===== src/rtl/cpu_sequencer.sv =====
// Multi-cycle control sequencer: steps each instruction through fetch, decode,
// execute, memory and writeback, and drives datapath and data-cache strobes.
module cpu_sequencer #(
    parameter int unsigned MEM_TIMEOUT = 15
) (
    input  logic        clock,
    input  logic        reset_n,
    input  logic        run,
    input  logic        Branch,
    input  logic        Uncondbranch,
    input  logic        MemRead,
    input  logic        MemWrite,
    input  logic        RegWrite,
    input  logic        halt,
    input  logic        Zero,
    input  logic        mem_ready,
    output logic [2:0]  state,
    output logic        ir_load,
    output logic        mem_req,
    output logic        mem_we,
    output logic        reg_we,
    output logic        pc_write,
    output logic        pc_src,
    output logic        halted,
    output logic        mem_error,
    output logic [31:0] instr_count
);

    localparam int unsigned WAIT_W = (MEM_TIMEOUT > 1) ? $clog2(MEM_TIMEOUT) : 1;
    localparam int unsigned CNT_W  = 32;
    localparam logic [WAIT_W-1:0] WAIT_LAST = WAIT_W'(MEM_TIMEOUT - 1);

    typedef enum logic [2:0] {
        S_IDLE      = 3'd0,
        S_FETCH     = 3'd1,
        S_DECODE    = 3'd2,
        S_EXECUTE   = 3'd3,
        S_MEMORY    = 3'd4,
        S_WRITEBACK = 3'd5,
        S_HALT      = 3'd6,
        S_ERROR     = 3'd7
    } state_e;

    state_e              state_q, state_d;
    logic                br_q, br_d, ub_q, ub_d, mr_q, mr_d, mw_q, mw_d, rw_q, rw_d;
    logic                taken_q, taken_d;
    logic [WAIT_W-1:0]   wait_q, wait_d;
    logic [CNT_W-1:0]    count_q, count_d;

    logic ir_load_q, ir_load_d, mem_req_q, mem_req_d, mem_we_q, mem_we_d;
    logic reg_we_q, reg_we_d, pc_write_q, pc_write_d, pc_src_q, pc_src_d;
    logic halted_q, halted_d, mem_error_q, mem_error_d;

    // Next-state logic; strobes are registered from the next state so they
    // line up with the state they belong to without any input-to-output path.
    always_comb begin
        state_d = state_q;
        br_d    = br_q;
        ub_d    = ub_q;
        mr_d    = mr_q;
        mw_d    = mw_q;
        rw_d    = rw_q;
        taken_d = taken_q;
        wait_d  = wait_q;
        count_d = count_q;

        case (state_q)
            S_IDLE: begin
                if (run) state_d = S_FETCH;
            end
            S_FETCH: begin
                state_d = S_DECODE;
            end
            S_DECODE: begin
                if (halt) begin
                    state_d = S_HALT;
                end else begin
                    br_d    = Branch;
                    ub_d    = Uncondbranch;
                    mr_d    = MemRead;
                    mw_d    = MemWrite;
                    rw_d    = RegWrite;
                    state_d = S_EXECUTE;
                end
            end
            S_EXECUTE: begin
                taken_d = ub_q | (br_q & Zero);
                wait_d  = '0;
                state_d = (mr_q | mw_q) ? S_MEMORY : S_WRITEBACK;
            end
            S_MEMORY: begin
                if (mem_ready) begin
                    state_d = S_WRITEBACK;
                end else if (wait_q == WAIT_LAST) begin
                    state_d = S_ERROR;
                end else begin
                    wait_d = wait_q + WAIT_W'(1);
                end
            end
            S_WRITEBACK: begin
                count_d = count_q + CNT_W'(1);
                state_d = run ? S_FETCH : S_IDLE;
            end
            S_HALT:  state_d = S_HALT;
            S_ERROR: state_d = S_ERROR;
            default: state_d = S_IDLE;
        endcase

        ir_load_d   = (state_d == S_FETCH);
        mem_req_d   = (state_d == S_MEMORY);
        mem_we_d    = (state_d == S_MEMORY) & mw_d;
        reg_we_d    = (state_d == S_WRITEBACK) & rw_d;
        pc_write_d  = (state_d == S_WRITEBACK);
        pc_src_d    = (state_d == S_WRITEBACK) & taken_d;
        halted_d    = (state_d == S_HALT);
        mem_error_d = (state_d == S_ERROR);
    end

    always_ff @(posedge clock or negedge reset_n) begin
        if (!reset_n) begin
            state_q     <= S_IDLE;
            br_q        <= 1'b0;
            ub_q        <= 1'b0;
            mr_q        <= 1'b0;
            mw_q        <= 1'b0;
            rw_q        <= 1'b0;
            taken_q     <= 1'b0;
            wait_q      <= '0;
            count_q     <= '0;
            ir_load_q   <= 1'b0;
            mem_req_q   <= 1'b0;
            mem_we_q    <= 1'b0;
            reg_we_q    <= 1'b0;
            pc_write_q  <= 1'b0;
            pc_src_q    <= 1'b0;
            halted_q    <= 1'b0;
            mem_error_q <= 1'b0;
        end else begin
            state_q     <= state_d;
            br_q        <= br_d;
            ub_q        <= ub_d;
            mr_q        <= mr_d;
            mw_q        <= mw_d;
            rw_q        <= rw_d;
            taken_q     <= taken_d;
            wait_q      <= wait_d;
            count_q     <= count_d;
            ir_load_q   <= ir_load_d;
            mem_req_q   <= mem_req_d;
            mem_we_q    <= mem_we_d;
            reg_we_q    <= reg_we_d;
            pc_write_q  <= pc_write_d;
            pc_src_q    <= pc_src_d;
            halted_q    <= halted_d;
            mem_error_q <= mem_error_d;
        end
    end

    assign state       = 3'(state_q);
    assign ir_load     = ir_load_q;
    assign mem_req     = mem_req_q;
    assign mem_we      = mem_we_q;
    assign reg_we      = reg_we_q;
    assign pc_write    = pc_write_q;
    assign pc_src      = pc_src_q;
    assign halted      = halted_q;
    assign mem_error   = mem_error_q;
    assign instr_count = count_q;

endmodule


===== config.mk =====
export PLATFORM = sky130hd
export DESIGN_NAME = cpu_sequencer
export DESIGN_NICKNAME = d
export VERILOG_FILES = /design/src/rtl/cpu_sequencer.sv
export SDC_FILE = /design/constraint.sdc
export NUM_CORES = 1
export LEC_CHECK = 0
export ABC_AREA = 1
export BUFFER_PORTS_ARGS = -buffer_cell sky130_fd_sc_hd__buf_2
export CAP_MARGIN = 20
export CORE_MARGIN = 4
export CORE_UTILIZATION = 55
export DETAILED_ROUTE_END_ITERATION = 6
export PLACE_DENSITY_LB_ADDON = 0.3
export SETUP_SLACK_MARGIN = 0.02
export SLEW_MARGIN = 40
export SYNTH_ARGS = -nofsm -noshare
export SYNTH_HDL_FRONTEND = slang
export SYNTH_SLANG_ARGS = --single-unit

===== constraint.sdc =====
create_clock -name clock -period 1.7 [get_ports clock]
set_input_delay 0.085 -clock clock [delete_from_list [all_inputs] [get_ports clock]]
set_output_delay 0.085 -clock clock [all_outputs]
set_load 0.01 [all_outputs]

**After elaboration in Yosys (flattened, before gate mapping)**

Cells that the tools add are included.

- Bitwise logic cells: 7
- Reduce and logical (&&, ||, !) cells: 4
- Eq/ne operators: 15
- Multiplexer cells: 15
- Add/subtract/negate cells: 2

Operators with widths:

| operator | count |
|---|---|
| $add A32 B1 Y32 const B | 1 |
| $eq A3 B3 Y1 const B | 8 |
| $pmux W3 S8 | 1 |
| $mux W3 | 4 |
| $mux W4 | 2 |
| $pmux W4 S2 | 1 |
| $mux W1 | 7 |
| $eq A3 B1 Y1 const B | 2 |
| $eq A3 B2 Y1 const B | 2 |
| $add A4 B1 Y4 const B | 1 |
| $and A1 B1 Y1 | 4 |
| $eq A4 B4 Y1 const B | 1 |
| $ne A2 B2 Y1 const B | 2 |
| $logic_not A3 Y1 | 1 |
| $reduce_and A3 Y1 | 1 |
| $or A1 B1 Y1 | 2 |
| $reduce_and A2 Y1 | 1 |
| $reduce_bool A2 Y1 | 1 |
| $not A1 Y1 | 1 |

- Bits of input ports: 11
- Output and inout bits: 43
- Bits in registers: 53
- Logic and storage cells: 60

**Logic depth before layout (Yosys ltp)**

- Depth after elaboration: 6
- Mapped depth: 11
- Depth with buffers taken out: 11

**Worst setup path after synthesis**

OpenSTA, ideal clock, no wires.

- Path type: reg2reg
- Start point: register count_q[0] (netlist: instr_count[0])
- End point: register count_q[26] (netlist: instr_count[26])
- Setup time: 0.117 ns
- Slack: 0.145 ns
- Arrival: 1.438 ns
- Stages on the path, launching flop included: 11
- Clock period less this slack: 1.555 ns
- Buffers on the path: 0
- Required time: 1.583 ns
- Cells stage by stage: dfrtp_1 ha_1 inv_1 nor2_1 nand2_2 nor2_4 nand2_2 nor2_2 nand2_1 nand2_1 nand2_1

- Word-level cells in the longest chain between the ends: 1

RTL lines:

| what | line | RTL |
|---|---|---|
| start, declared | 48 | `logic [CNT_W-1:0] count_q, count_d;` |
| start signal, assigned | 147 | `count_q <= count_d;` |
| $add A32 B1 Y32 | 101 | `count_d = count_q + CNT_W'(1);` |

Every way passes these cells.
A chain may end at the register's enable or synchronous reset.

**Final worst setup path**

- Start point: register state_q[2] (netlist: state[2])
- End point: register count_q[17] (netlist: instr_count[17])

- Word-level cells in the longest chain between the ends: 1

RTL lines:

| what | line | RTL |
|---|---|---|
| start, declared | 44 | `state_e state_q, state_d;` |
| start signal, assigned | 139 | `state_q <= state_d;` |
| $eq A3 B3 Y1 | 67 | `case (state_q)` |

Every way passes these cells.

==> flow_metrics.env <==
export IMPL_yosys_top_cells_count="nand2_1, dfrtp_1, nor2_1"
export IMPL_path_clk_slew_ns=0.10
export IMPL_fillers=401
export IMPL_slew_headroom_pct=67.6
export IMPL_ys_ff_latch=53
export IMPL_synth_top_area_cell="dfrtp_1"
export IMPL_rsz0062_at_grt="true"
export IMPL_met1_usage_pct=25.6
export IMPL_routed_wirelength_mm=6.01
export IMPL_final_min_clock_period_ns=1.59
export IMPL_area_delta_synth_final_pct=20.5
export IMPL_whs_ns=0.0415
export IMPL_clk_latency_ns=0.31
export IMPL_hold_path_class="in -> reg"
export IMPL_syn_num_nets=363
export IMPL_drt_iter0_drc=136
export IMPL_root_buffer="clkbuf_8"
export IMPL_core_area_um2=4790
export IMPL_ios=54
export IMPL_critical_path_max_fanout=6
export IMPL_dpl_instance_area_um2=3150
export IMPL_synth_cell_type_count=26
export IMPL_drc=0
export IMPL_seq_power_share_pct=57.9
export IMPL_arrival_ns=1.85
export IMPL_clockPowerShare_pct=39.9
export IMPL_synth_edf_count=0
export IMPL_min_period_over_period_pct=93.4
export IMPL_yosysSeqAreaShare_pct=48.1
export IMPL_cts_tree="done"
export IMPL_final_max_slew_violation_count=0
export IMPL_finalInstanceArea_um2=3330
export IMPL_synth_flop_cell="dfrtp_1"
export IMPL_hold_violations=0
export IMPL_p_int_mw=1.72
export IMPL_grt_use_met3_pct=5.10
export IMPL_clock_skew_ns=0.00530
export IMPL_fin_cells=486
export IMPL_clkSinkCount=53
export IMPL_cts_htree_levels=2
export IMPL_rows=25
export IMPL_place_ws_ns=0.107
export IMPL_nets=432
export IMPL_ys_warn_count=0
export IMPL_wl_per_cell_um=12.4
export IMPL_drtPass1Iterations=4
export IMPL_avgSynthCellArea_um2=7.91
export IMPL_status="completed"
export IMPL_p_per_area_nw_per_um2=654
export IMPL_vias=2418
export IMPL_grt_pass1_wl_mm=10.5
export IMPL_n_antenna_cell=0
export IMPL_grt_busiest_layer="met2"
export IMPL_p_sw_mw=0.457
export IMPL_antenna_found_initial=0
export IMPL_antenna_left=0
export IMPL_yosys_area_top_type_share_pct=48.1
export IMPL_use_met2_pct=36.9
export IMPL_gp_congestion=0.903
export IMPL_clockBufferDepth=2
export IMPL_grt_use_total_pct=21.1
export IMPL_setup_viol=0
export IMPL_dp_cells=473
export IMPL_fp_dieH_um=78.8
export IMPL_ir_worst_vdd_mv=0.523
export IMPL_worstSetupPathType="reg -> reg"
export IMPL_start_kind="register"
export IMPL_post_drt_via_cell_ratio=4.98
export IMPL_dieWidth_um=78.8
export IMPL_grt_max_degree=38
export IMPL_mappedNetlistArea_um2=2760
export IMPL_worst_setup_path_end_kind="register"
export IMPL_synth_cells=349
export IMPL_synthMostInstantiatedCell="nand2_1"
export IMPL_port_buffers=53
export IMPL_power_frac_comb_pct=2.2
export IMPL_start_util_pct=57.7
export IMPL_p_leak_nw=1.74
export IMPL_max_clock_freq_mhz=630
export IMPL_required_ns=1.96
export IMPL_final_setup_worst_slack_ns=0.113
export IMPL_ys_async_sr_fraction_pct=100
export IMPL_drive_above_1_share_pct=22.4
export IMPL_worst_slew_pin_transition_ns=0.482
export IMPL_cts_made_buffers=5
export IMPL_dieArea_um2=6220
export IMPL_netlist_top_cells_area="dfrtp_1, nand2_1, nor2_1"
export IMPL_grt_overflow=0
export IMPL_switching_share_pct=21.0
export IMPL_dp_hpwl_mm=4.62
export IMPL_grt_pass1_vias=2427
export IMPL_drv_cap=0
through the flow:
| stage | TNS [ns] | util, % | power, mW |
|---|---|---|---|
| floorplan | 0 | - | 1.29 |
| global placement | 0 | 65.8 | 1.33 |
| detailed placement | 0 | 65.8 | 1.33 |
| CTS | 0 | 69.0 | 2.20 |
| global route | -0.0576 | 69.5 | 2.27 |
| finish | 0 | 69.5 | 2.18 |
sequential cells by signal, indices dropped and copies added, names as in the netlist:
name	cells
ub_q	1
wait_q	4
ir_load	1
br_q	1
reg_we	1
halted	1
mr_q	1
state	3
mem_we	1
rw_q	1
instr_count	32
pc_write	1
mem_req	1
taken_q	1
mem_error	1
mw_q	1
pc_src	1
cell families after synthesis:
logic type	Yosys count	synth area share, %
simple gates	209	33.9
flops	53	48.1
buf+inv	48	6.80
xor+xnor	19	6.03
compound gates	14	2.67
mux	3	1.22
fa+ha+maj	3	1.36
layout by cell type (no fill, tap or decap), types with 2 or more instances in the layout:
cell type | Yosys | final
mux2_2 | 3 | 3
buf_2 | 0 | 53
nor2_4 | 3 | 4
a21oi_1 | 3 | 3
o21ai_1 | 3 | 3
nand3b_1 | 4 | 4
nor2_2 | 3 | 5
nand3_1 | 17 | 17
inv_1 | 46 | 46
ha_1 | 3 | 2
buf_4 | 0 | 5
nand2_1 | 108 | 108
xor2_1 | 11 | 11
xnor2_1 | 8 | 8
dfrtp_1 | 53 | 52
o21ai_0 | 7 | 7
clkbuf_8 | 0 | 5
dlygate4sd3_1 | 0 | 4
nor2_1 | 48 | 45
nor3_1 | 5 | 5
nand3_2 | 3 | 3
nand4_1 | 9 | 9
nor3_2 | 2 | 2
nand2_2 | 4 | 4
power by group through the flow:
stage               combinational, mW  sequential, mW  clock [mW]
global route                   0.0561            1.26       0.954
CTS                            0.0499            1.26       0.892
global placement               0.0428            1.28           0
floorplan                     0.00109            1.28           0
finish                         0.0477            1.26       0.869
detailed placement             0.0430            1.28           0
path summary, 6_finish.rpt:
| kind | startpoint | to | slack, ns | depth (start not counted) |
|---|---|---|---|---|
| min in group asynchronous | reset_n | instr_count[5] | 0.22 | 2 |
| min reg2reg | instr_count[11] | instr_count[11] | 0.52 | 1 |
| max in group asynchronous | reset_n | state[0] | 0.94 | 3 |
| max reg2reg | state[2] | instr_count[17] | 0.11 | 8 |
| min | RegWrite | rw_q | 0.04 | 3 |
| max | state[2] | instr_count[17] | 0.11 | 8 |
layer usage:
layer  wire length [um]  up-vias  share of wire, %
met5                  0        -                 0
met4                 76        0               1.3
met3                358        8               6.0
met2               3040       67                51
met1               2540     1123                42
li1                   -     1220                 -
cell type report:
type,count,area (um2),area share (%)
Tap cell,67,83.8,2.52
Sequential cell,53,1330,39.9
Timing Repair Buffer,63,363,10.9
Clock buffer,5,68.8,2.07
Inverter,47,176,5.30
Multi-Input combinational cell,248,1260,37.9
Clock inverter,3,46.3,1.39
repair_timing:
item / in CTS / in global routing
hold endpoints to repair: 19 / 0
gates resized for setup: 0 / 6
hold buffers: 4 / 0
setup buffers: 0 / 1
endpoints found under the setup margin: 0 / 10
worst max-delay path, stage by stage, from the launching register on:
cell     delay [ns]
dfrtp_1        0.48
nand2_2        0.11
nor2_4         0.19
nand3_1        0.15
nor2_2         0.22
nand2_2        0.10
nor2_1         0.13
nand2_1        0.09
nand2_1        0.07
No activity file was read; power rests on OpenSTA's default activity.
